==> src/rtl/serial_adder_if.sv <==
// Operand/result bundle between the Tiny Tapeout wrapper and serial_adder.
// The sub select exists only when SERIAL_ADDER_SUB_EN is defined.
interface serial_adder_if #(
  parameter int WIDTH = 8
);
  logic             start;
  logic [WIDTH-1:0] a;
  logic [WIDTH-1:0] b;
  logic             cin;
`ifdef SERIAL_ADDER_SUB_EN
  logic             sub;
`endif
  logic             busy;
  logic             done;
  logic [WIDTH-1:0] sum;
  logic             cout;
  logic             ovf;

`ifdef SERIAL_ADDER_SUB_EN
  modport master (output start, a, b, cin, sub, input busy, done, sum, cout, ovf);
  modport slave  (input start, a, b, cin, sub, output busy, done, sum, cout, ovf);
`else
  modport master (output start, a, b, cin, input busy, done, sum, cout, ovf);
  modport slave  (input start, a, b, cin, output busy, done, sum, cout, ovf);
`endif
endinterface

==> src/rtl/serial_adder.sv <==
// Bit-serial ripple adder: one full-adder cell reused over WIDTH cycles.
// Define SERIAL_ADDER_SUB_EN to add the subtract mode (a - b - cin).
module serial_adder #(
  parameter int WIDTH = 8
) (
  input  logic          clk,
  input  logic          rst_n,
  input  logic          ena,
  serial_adder_if.slave bus
);
  localparam int CNT_W = (WIDTH > 2) ? $clog2(WIDTH) : 1;

  typedef enum logic [1:0] {IDLE, RUN, DONE} state_t;

  state_t           state, state_nxt;
  logic [CNT_W-1:0] cnt;
  logic [WIDTH-1:0] a_sh, b_sh;
  logic [WIDTH-2:0] psum;
  logic             carry, c_msb_in;
  logic             s_bit, c_bit, last_bit;
  logic [WIDTH-1:0] psum_shift;
  logic [WIDTH-1:0] b_load;
  logic             c_load;

  function automatic logic [1:0] full_add(input logic x, input logic y, input logic ci);
    full_add = {(x & y) | (x & ci) | (y & ci), x ^ y ^ ci};
  endfunction

  always_comb begin
    {c_bit, s_bit} = full_add(a_sh[0], b_sh[0], carry);
    last_bit       = (cnt == CNT_W'(WIDTH - 1));
    psum_shift     = {s_bit, psum};
  end

  // Subtraction is a + ~b + ~cin, so cin acts as an active-high borrow-in.
`ifdef SERIAL_ADDER_SUB_EN
  always_comb begin
    b_load = bus.sub ? ~bus.b : bus.b;
    c_load = bus.sub ? ~bus.cin : bus.cin;
  end
`else
  always_comb begin
    b_load = bus.b;
    c_load = bus.cin;
  end
`endif

  always_ff @(posedge clk or negedge rst_n) begin
    if (!rst_n) state <= IDLE;
    else        state <= state_nxt;
  end

  always_comb begin
    state_nxt = state;
    if (ena) begin
      case (state)
        IDLE:    if (bus.start) state_nxt = RUN;
        RUN:     if (last_bit)  state_nxt = DONE;
        DONE:    state_nxt = IDLE;
        default: state_nxt = IDLE;
      endcase
    end
  end

  always_comb begin
    bus.busy = (state != IDLE);
    bus.done = (state == DONE);
  end

  always_ff @(posedge clk or negedge rst_n) begin
    if (!rst_n) begin
      cnt      <= '0;
      a_sh     <= '0;
      b_sh     <= '0;
      psum     <= '0;
      carry    <= 1'b0;
      c_msb_in <= 1'b0;
      bus.sum  <= '0;
      bus.cout <= 1'b0;
      bus.ovf  <= 1'b0;
    end else if (ena) begin
      case (state)
        IDLE: begin
          if (bus.start) begin
            a_sh  <= bus.a;
            b_sh  <= b_load;
            carry <= c_load;
            cnt   <= '0;
            psum  <= '0;
          end
        end
        RUN: begin
          a_sh  <= a_sh >> 1;
          b_sh  <= b_sh >> 1;
          psum  <= psum_shift[WIDTH-1:1];
          carry <= c_bit;
          cnt   <= cnt + CNT_W'(1);
          // c_bit here is the carry that enters the MSB on the final step.
          if (cnt == CNT_W'(WIDTH - 2)) c_msb_in <= c_bit;
          if (last_bit) begin
            bus.sum  <= psum_shift;
            bus.cout <= c_bit;
            bus.ovf  <= c_msb_in ^ c_bit;
          end
        end
        default: ;
      endcase
    end
  end
endmodule

==> src/flat_wrapper.sv <==
// flat-port wrapper written by rule: the top's interface ports become plain ports
module serial_adder_flat 
#(
  parameter int WIDTH = 8
)
  (clk, rst_n, ena, bus_start, bus_a, bus_b, bus_cin, bus_busy, bus_done, bus_sum, bus_cout, bus_ovf);
  serial_adder_if #(.WIDTH(WIDTH)) bus_i ();
  input  logic clk;
  input  logic rst_n;
  input  logic ena;
  input wire logic [$bits(bus_i.start)-1:0] bus_start;
  input wire logic [$bits(bus_i.a)-1:0] bus_a;
  input wire logic [$bits(bus_i.b)-1:0] bus_b;
  input wire logic [$bits(bus_i.cin)-1:0] bus_cin;
  output wire logic [$bits(bus_i.busy)-1:0] bus_busy;
  output wire logic [$bits(bus_i.done)-1:0] bus_done;
  output wire logic [$bits(bus_i.sum)-1:0] bus_sum;
  output wire logic [$bits(bus_i.cout)-1:0] bus_cout;
  output wire logic [$bits(bus_i.ovf)-1:0] bus_ovf;
  assign bus_i.start = bus_start;
  assign bus_i.a = bus_a;
  assign bus_i.b = bus_b;
  assign bus_i.cin = bus_cin;
  assign bus_busy = bus_i.busy;
  assign bus_done = bus_i.done;
  assign bus_sum = bus_i.sum;
  assign bus_cout = bus_i.cout;
  assign bus_ovf = bus_i.ovf;
  serial_adder #(.WIDTH(WIDTH)) u_core (.clk(clk), .rst_n(rst_n), .ena(ena), .bus(bus_i));
endmodule
==> config.mk <==
export PLATFORM = sky130hd
export DESIGN_NAME = serial_adder_flat
export DESIGN_NICKNAME = d
export VERILOG_FILES = /design/src/rtl/serial_adder_if.sv /design/src/rtl/serial_adder.sv /design/src/flat_wrapper.sv
export SDC_FILE = /design/constraint.sdc
export NUM_CORES = 1
export LEC_CHECK = 0
export CAP_MARGIN = 25
export CORE_ASPECT_RATIO = 1.25
export CORE_MARGIN = 5
export CORE_UTILIZATION = 50
export DETAILED_ROUTE_END_ITERATION = 10
export PLACE_DENSITY_LB_ADDON = 0.3
export SLEW_MARGIN = 20
export SYNTH_ARGS = -nofsm -noshare
export SYNTH_HDL_FRONTEND = slang
export SYNTH_SLANG_ARGS = --single-unit
==> constraint.sdc <==
create_clock -name clk -period 1.8 [get_ports clk]
set_clock_uncertainty 0.05 [all_clocks]
set_input_delay 0.18 -clock clk [delete_from_list [all_inputs] [get_ports clk]]
set_output_delay 0.18 -clock clk [all_outputs]
set_load 0.02 [all_outputs]
After elaboration in Yosys (flattened, before gate mapping):

Index checks and enable logic that the tools add are counted.

* output and inout bits: 12
* bits of input ports: 21
* bits in registers: 40
* logic and storage cells: 45

* muxes and demuxes: 13
* reductions and logical operators: 7
* bitwise operators: 8
* equal/unequal tests: 6
* add/sub/neg operators: 1

Operators by type and width (number)
* 8-bit case mux with 2 select lines: 2
* 8-bit two-way mux: 2
* 7-bit case mux with 2 select lines: 1
* 3-bit AND reduction: 4
* 7-bit two-way mux: 1
* 3-bit == test (second input constant): 2
* 3-bit case mux with 2 select lines: 1
* 2-bit two-way mux: 2
* 2-bit case mux with 2 select lines: 1
* 2-bit nonzero test: 2
* 3-bit by 1-bit adder with 3-bit output (second input constant): 1
* 1-bit bitwise AND: 3
* 3-bit two-way mux: 1
* 1-bit bitwise XOR: 3
* 2-bit by 1-bit == test with 1-bit output (second input constant): 1
* 2-bit == test (second input constant): 1
* 2-bit zero test: 1
* 2-bit by 1-bit inequality test with 1-bit output (second input constant): 1
* 2-bit inequality test (second input constant): 1
* 1-bit bitwise OR: 2
* 1-bit case mux with 2 select lines: 1
* 1-bit two-way mux: 1

Depth between registers and ports, before layout:

Gate-level depths: netlist (run 1).

* word-level depth: 4
* mapped depth: 6
* depth with buffers taken out: 5

Worst setup path before layout (run 1):

OpenSTA, ideal clock, no wires.

* path type: register -> register
* start: register u_core.cnt[0]
* end: register u_core.bus.sum[0]
* required time: 1.625 ns
* slack: 0.199 ns
* arrival time: 1.427 ns
* buffers on the path: 1
* period minus slack after synthesis: 1.601 ns
* stages on the path, launching flop included: 6
* cells stage by stage: dfrtp_1 > ha_1 > ha_1 > nand4b_1 > buf_2 > mux2_2

* cells in the longest elaborated chain, start to end: 2

Ends and longest elaborated chain
* from (decl): RTL line serial_adder.sv:16 `logic [CNT_W-1:0] cnt;`
* from (signal assigned): RTL line serial_adder.sv:97 `cnt <= cnt + CNT_W'(1);`
* 3-bit == test: RTL line serial_adder.sv:31 `last_bit = (cnt == CNT_W'(WIDTH - 1));`
* 3-bit AND reduction (no source line)
* to (signal assigned): RTL line serial_adder.sv:101 `bus.sum <= psum_shift;`
* to (decl): RTL line serial_adder_if.sv:24 `modport slave (input start, a, b, cin, output busy, done, sum, cout, ovf);`

No other way between the ends.
A chain may end at the register's enable or synchronous reset.

Final worst setup path (run 1):

* start: register u_core.cnt[0]
* end: register u_core.bus.cout

* cells in the longest elaborated chain, start to end: 2

Ends and longest elaborated chain
* 3-bit == test: RTL line serial_adder.sv:31
* 3-bit AND reduction (no source line)
* to (signal assigned): RTL line serial_adder.sv:102 `bus.cout <= c_bit;`
* to (decl): RTL line serial_adder_if.sv:24

No other way between the ends.

==> results of run 1 <==
-- cell families (layout without fill, tap and decap cells) --
group / Yosys count / in the layout / share of synthesized area, %
multiplexers: 26 / 26 / 15.7
AO/OA/AOI/OAI: 46 / 46 / 15.4
XOR/XNOR: 1 / 1 / 0.492
AND/OR/NAND/NOR: 14 / 14 / 4.85
flip-flops: 40 / 40 / 56.3
adder cells (fa/ha/maj): 4 / 4 / 3.24
buffers and inverters: 12 / 51 / 4.08
-- per-layer routing --
layer | wire length, µm | up-vias
met2 | 1820 | 30
li1 | - | 594
met1 | 1410 | 617
met3 | 167 | 6
met5 | 0 | -
met4 | 66 | 0
-- metrics by stage --
stage	setup slack, ps	instance area [µm²]	hold slack (ps)
after floorplan	199	1780	-166
after global placement	70.4	2150	120
after detailed placement	61.2	2150	123
after CTS	16.4	2250	355
after global routing	96.0	2250	390
final	187	2250	350
-- cell type report --
type | count | share of cell area [%]
inverter | 3 | 0.500
clock buffer | 8 | 4.00
tap | 39 | 2.17
sequential | 40 | 44.6
timing repair buffer | 40 | 17.4
multi-input combinational | 91 | 31.4
-- cell usage in the layout, fill, tap and decap left out, types with 2 or more instances in the layout --
| master | Yosys | final |
|---|---|---|
| dfrtp_1 | 40 | 38 |
| a22o_1 | 8 | 8 |
| clkbuf_1 | 2 | 2 |
| mux2_2 | 11 | 11 |
| nand3_1 | 2 | 2 |
| clkbuf_8 | 0 | 6 |
| inv_1 | 3 | 3 |
| mux2i_1 | 14 | 14 |
| ha_1 | 3 | 3 |
| clkdlybuf4s50_1 | 0 | 29 |
| nor2_1 | 2 | 2 |
| o21ai_0 | 33 | 33 |
| dfrtp_2 | 0 | 2 |
| buf_4 | 0 | 6 |
| nand2_1 | 3 | 3 |
-- flip-flops by register name, summed over array words and instances, names as in the netlist, 2 cells and up --
register / flops
u_core.bus.sum: 8
u_core.psum: 7
u_core.state: 2
u_core.b_sh: 8
u_core.a_sh: 8
u_core.cnt: 3
-- report_power, final --
part	internal [µW]	switching (µW)	total, µW
Combinational	370	308	678
Sequential	1120	151	1270
Clock	312	279	591
-- worst max path at each step --
| stage | start | depth (start not counted) | endpoint |
|---|---|---|---|
| 2_1_floorplan | u_core.cnt[0]$_DFFE_PN0P_ | 5 | u_core.bus.sum[0]$_DFFE_PN0P_ |
| 3_3_place_gp | ena | 5 | u_core.psum[6]$_DFFE_PN0P_ |
| 3_5_place_dp | ena | 5 | u_core.psum[0]$_DFFE_PN0P_ |
| 4_1_cts | u_core.state[1]$_DFFE_PN0P_ | 3 | bus_busy |
| 5_1_grt | u_core.cnt[0]$_DFFE_PN0P_ | 5 | u_core.bus.sum[5]$_DFFE_PN0P_ |
| 6_report | u_core.cnt[0]$_DFFE_PN0P_ | 5 | u_core.bus.cout$_DFFE_PN0P_ |
-- what timing repair did --
action,CTS,global route
hold buffers,1,0
setup endpoints to repair,2,1
resized for setup,2,2
endpoints found under the hold margin,19,0
gates cloned,0,0
-- worst max-delay path: cells and delay by family (launching register included) --
family                     cells  cell delay (ps)
adders and majority gates      2              400
buffers and inverters          1              200
DFF                            1              410
muxes                          1              350
and+or+nand+nor                1               90
==> results.json, run 1 <==
{
  "ios": 33,
  "cp_slowest_cell": "dfrtp_1",
  "dr.pass1.iters": 4,
  "die_h_um": 76.7,
  "grt_pass1_wl_mm": 6.11,
  "final_cells": 221,
  "drt_iter0_drc": 28,
  "routedWlPerCell_um": 15.7,
  "synth_cell_types": 28,
  "p_per_area_nw_per_um2": 1130,
  "timing.fmax_mhz": 620,
  "r2r_cells": 5,
  "crit_chain": "ha_1 -> ha_1 -> nand4b_1 -> buf_4 -> mux2_2",
  "cap_viol_max_count": 0,
  "grt_use_met3_pct": 5.41,
  "synth_fp_nets": 168,
  "netlist_instances": 143,
  "hold_class": "in -> async",
  "grt-ovfl-total": 0,
  "synth_edf_count": 0,
  "critPathCaptureType": "flip-flop",
  "synth.most_common_cell": "dfrtp_1",
  "clock_sinks": 40,
  "grt_util_all_layers_pct": 15.6,
  "crit_top_cell": "ha_1",
  "rsz0062_at_grt": "false",
  "slew_viol_final": 0,
  "die_area_um2": 4860,
  "fin_crit_ps": 1610,
  "yosys_warnings": 0,
  "ys_seq_elements": 40,
  "vias_per_cell": 5.64,
  "yosysTopAreaCellShare_pct": 56.3,
  "dp_cells": 212,
  "grt_max_degree": 22,
  "htreeDepth": 2,
  "r2r-end": "u_core.bus.cout$_DFFE_PN0P_",
  "drcViolationCount": 0,
  "core_area_um2": 3450,
  "num_vias": 1247,
  "async_flop_share_pct": 100,
  "status": "finished, final reports clean",
  "required_ps": 1920,
  "setup_violations": 0,
  "postLayoutCoreUtil_pct": 65.2,
  "use_met2_pct": 26.9,
  "leakagePower_uw": 0.00106,
  "p_total_uw": 2540,
  "grtUsageMet1_pct": 17.8,
  "place_congestion": 0.779,
  "clk_pin_slew_ps": 70,
  "finalHoldViolCount": 0,
  "rows": 24,
  "num-fill-cells": 274,
  "synth_ff_type": "dfrtp_1",
  "dp_hpwl_mm": 2.56,
  "crit_arrival_ps": 1730,
  "r2r_setup_slack_ps": 190,
  "max-vdd-ir-drop_mv": 0.834,
  "antenna_found_initial": 0,
  "cp_max_fo": 12,
  "start_util_pct": 51.5,
  "port_buffers": 32,
  "clk_latency_ps": 280,
  "syn_avg_cell_area_um2": 12.4,
  "ant_nets": 0,
  "fin_crit_sh_pct": 89.6,
  "worst_pin_slew_ps": 792,
  "drive_gt1_share_pct": 16.5,
  "r2r_start": "u_core.cnt[0]$_DFFE_PN0P_",
  "ys_seq_area_share_pct": 56.3,
  "grt_pass1_vias": 1360,
  "synthTopCellsByArea": "dfrtp_1 (56%), o21ai_0 (9.3%), mux2i_1 (7.9%), mux2_2 (7.0%), a22o_1 (3.9%)",
  "area_growth_pct": 26.5,
  "cts.path.max_buffers": 2,
  "die_w_um": 63.4,
  "cts_root_buf": "clkbuf_8",
  "grt.busiest_layer": "met2",
  "fin_nets": 206,
  "synthTopCellsByCount": "dfrtp_1 (40), o21ai_0 (33), mux2i_1 (14)",
  "fin_setup_tns_ps": 0,
  "diodes": 0,
  "multi_input_area_um2": 706,
  "crit_type": "reg -> reg",
  "drt_wl_total_mm": 3.46,
  "critPathLaunchType": "flip-flop",
  "cts_made_buffers": 5,
  "max_stage_delay_ps": 410,
  "area.sequential_um2": 1000,
  "synth_top_area_cell": "dfrtp_1",
  "netlist_area_um2": 1780,
  "postCtsSetupRepairBufs": 0,
  "max_slew_margin_pct": 47.0,
  "cts_tree": "done"
}
No activity file was read; power rests on OpenSTA's default activity.
==> run 2, diff against run 1 <==
--- a/config.mk
+++ b/config.mk
@@ -5,6 +5,8 @@
 export SDC_FILE = /design/constraint.sdc
 export NUM_CORES = 1
 export LEC_CHECK = 0
+export ABC_AREA = 1
+export ABC_CLOCK_PERIOD_IN_PS = 1800
 export CAP_MARGIN = 25
 export CORE_ASPECT_RATIO = 1.25
 export CORE_MARGIN = 5
==> run 2 against run 1 <==
  * Worst hold slack got worse by 42 ps
  * Maximum frequency fell by 1.0%
  * Critical endpoint is now bus_done
  * Sequential cell count stayed put
  * Largest power group unchanged
  * Clock power rose by 37%
==> results.json, run 2 <==
{
  "ios": 33,
  "synthTopCellsByArea": "dfrtp_1 (54%), nand2_1 (29%), nand3_1 (4.0%), ha_1 (2.0%), buf_2 (1.9%)",
  "max_slew_margin_pct": 69.3,
  "cts.path.max_buffers": 2,
  "timing.fmax_mhz": 614,
  "fin_nets": 299,
  "grt_pass1_wl_mm": 6.83,
  "fin_setup_tns_ps": 0,
  "die_h_um": 78.3,
  "finalHoldViolCount": 0,
  "ant_nets": 0,
  "num_vias": 1568,
  "status": "finished, final reports clean",
  "diodes": 0,
  "leakagePower_uw": 0.00132,
  "final.setup.worst_slack_ps": 170,
  "p_total_uw": 2740,
  "syn_avg_cell_area_um2": 7.94,
  "final_common_cell": "nand2_1",
  "grt_pass1_vias": 1516,
  "dp_hpwl_mm": 2.74,
  "synth_top_area_cell": "dfrtp_1",
  "die_area_um2": 5060,
  "p_per_area_nw_per_um2": 1140,
  "critPathCaptureType": "output pin",
  "place_congestion": 0.814,
  "routedWlPerCell_um": 12.4,
  "cts_root_buf": "clkbuf_8",
  "port_buffers": 32,
  "clockPowerShare_pct": 29.5,
  "clock_sinks": 40,
  "p_int_uw": 1900,
  "crit_arrival_ps": 1400,
  "area.sequential_um2": 1000,
  "synth_edf_count": 0,
  "drt_wl_total_mm": 3.90,
  "synth.most_common_cell": "nand2_1",
  "cts_tree": "done",
  "max-vdd-ir-drop_mv": 0.572,
  "synth_fp_nets": 260,
  "power_switching_uw": 836,
  "critPathLaunchType": "flip-flop",
  "multi_input_area_um2": 785,
  "required_ps": 1570,
  "setup_violations": 0,
  "seqPwrFrac_pct": 45.6,
  "core_area_um2": 3540,
  "drcViolationCount": 0,
  "cp_max_fo": 14,
  "antenna_found_initial": 0,
  "yosys_warnings": 0,
  "cts_made_buffers": 5,
  "grt-ovfl-total": 0,
  "ys_seq_elements": 40,
  "clk_pin_slew_ps": 80,
  "postCtsSetupRepairBufs": 0,
  "ys_seq_area_share_pct": 53.6,
  "die_w_um": 64.7,
  "vias_per_cell": 4.99,
  "cap_viol_max_count": 0,
  "p_comb_share_pct": 24.9,
  "netlist_instances": 235,
  "fin_crit_ps": 1630,
  "crit_type": "reg -> out",
  "hold_class": "in -> async",
  "start_util_pct": 52.7,
  "rows": 24,
  "rsz0062_at_grt": "false",
  "grt_max_degree": 23,
  "grt_util_all_layers_pct": 17.4,
  "synth_cell_types": 19,
  "synth_ff_type": "dfrtp_1",
  "dp_cells": 305,
  "htreeDepth": 2,
  "swShare_pct": 30.5,
  "top_regs": "u_core.a_sh x8, u_core.b_sh x8, u_core.bus.sum x8",
  "drt_iter0_drc": 71,
  "async_flop_share_pct": 100,
  "netlist_area_um2": 1870,
  "worst_pin_slew_ps": 461,
  "layout_common_cells": "nand2_1 (144), dfrtp_1 (39), clkdlybuf4s50_1 (29)",
  "area_growth_pct": 28.3,
  "dr.pass1.iters": 4,
  "yosysTopAreaCellShare_pct": 53.6,
  "synthTopCellsByCount": "nand2_1 (144), dfrtp_1 (40), nand3_1 (15)",
  "fin_crit_sh_pct": 90.5,
  "final_cells": 314,
  "slew_viol_final": 0,
  "num-fill-cells": 303,
  "clk_latency_ps": 300,
  "pre_cts_ws_ps": 200,
  "drive_gt1_share_pct": 10.2
}
-- run 2: worst max-delay path: stages, from the launching register on --
cell and delay, ps:
dfrtp_1 450, inv_2 170, nor2_1 130, dlygate4sd2_1 350
-- run 2: logic make-up (layout without fill, tap and decap cells) --
| family | after synthesis | after routing | synth area share, % |
|---|---|---|---|
| AO/OA/AOI/OAI | 3 | 3 | 0.804 |
| buffers and inverters | 17 | 57 | 4.49 |
| XOR/XNOR | 1 | 1 | 0.469 |
| adder cells (fa/ha/maj) | 4 | 4 | 3.08 |
| AND/OR/NAND/NOR | 170 | 170 | 37.5 |
| flip-flops | 40 | 40 | 53.6 |
-- run 2: through the flow --
step                hold WS [ps]  instance area (µm²)  util [%]
detailed placement          97.9                 2250      63.6
CTS                          310                 2390      67.5
finish                       308                 2390      67.6
global placement            99.4                 2250      63.6
global route                 367                 2390      67.6
floorplan                   -166                 1870         -
-- run 2: area by class of cell --
cell class	instances	area share [%]
Clock buffer	7	4.02
Clock inverter	1	1.25
Timing Repair Buffer	42	17.0
Tap cell	39	2.04
Multi-Input combinational cell	178	32.8
Sequential cell	40	41.8
Inverter	7	1.10
-- run 2: worst paths after layout --
| check | start | endpoint | slack (ps) | depth (start not counted) |
|---|---|---|---|---|
| min reg2reg | u_core.bus.sum[6]$_DFFE_PN0P_ | u_core.bus.sum[6]$_DFFE_PN0P_ | 430 | 2 |
| max | u_core.state[1]$_DFFE_PN0P_ | bus_done | 170 | 3 |
| max reg2reg | u_core.state[1]$_DFFE_PN0P_ | u_core.a_sh[1]$_DFFE_PN0P_ | 250 | 6 |
| min | rst_n | u_core.psum[5]$_DFFE_PN0P_ | 310 | 2 |
| min in group clk | u_core.bus.sum[6]$_DFFE_PN0P_ | u_core.bus.sum[6]$_DFFE_PN0P_ | 430 | 2 |
| max in group asynchronous | rst_n | u_core.state[0]$_DFFE_PN0P_ | 900 | 3 |
-- run 2: power by group through the flow --
stage          clock [µW]  sequential, µW  combinational (µW)
2_1_floorplan           0            1270                 404
3_3_place_gp            0            1260                 665
3_5_place_dp            0            1260                 685
4_1_cts               819            1250                 693
5_1_grt               867            1280                 774
6_report              808            1250                 683
-- run 2: timing repair --
item,4_1_cts,5_1_grt
setup endpoints to repair,2,1
hold buffers,1,0
resized for setup,3,1
endpoints found under the hold margin,18,0
-- run 2: metal layers --
metal | vias up | global-route usage [%] | wire length, µm
met5 | - | 0 | 0
met4 | 0 | 6.98 | 70
met3 | 7 | 5.86 | 235
met2 | 36 | 29.2 | 1900
met1 | 728 | 20.4 | 1700
li1 | 797 | - | -
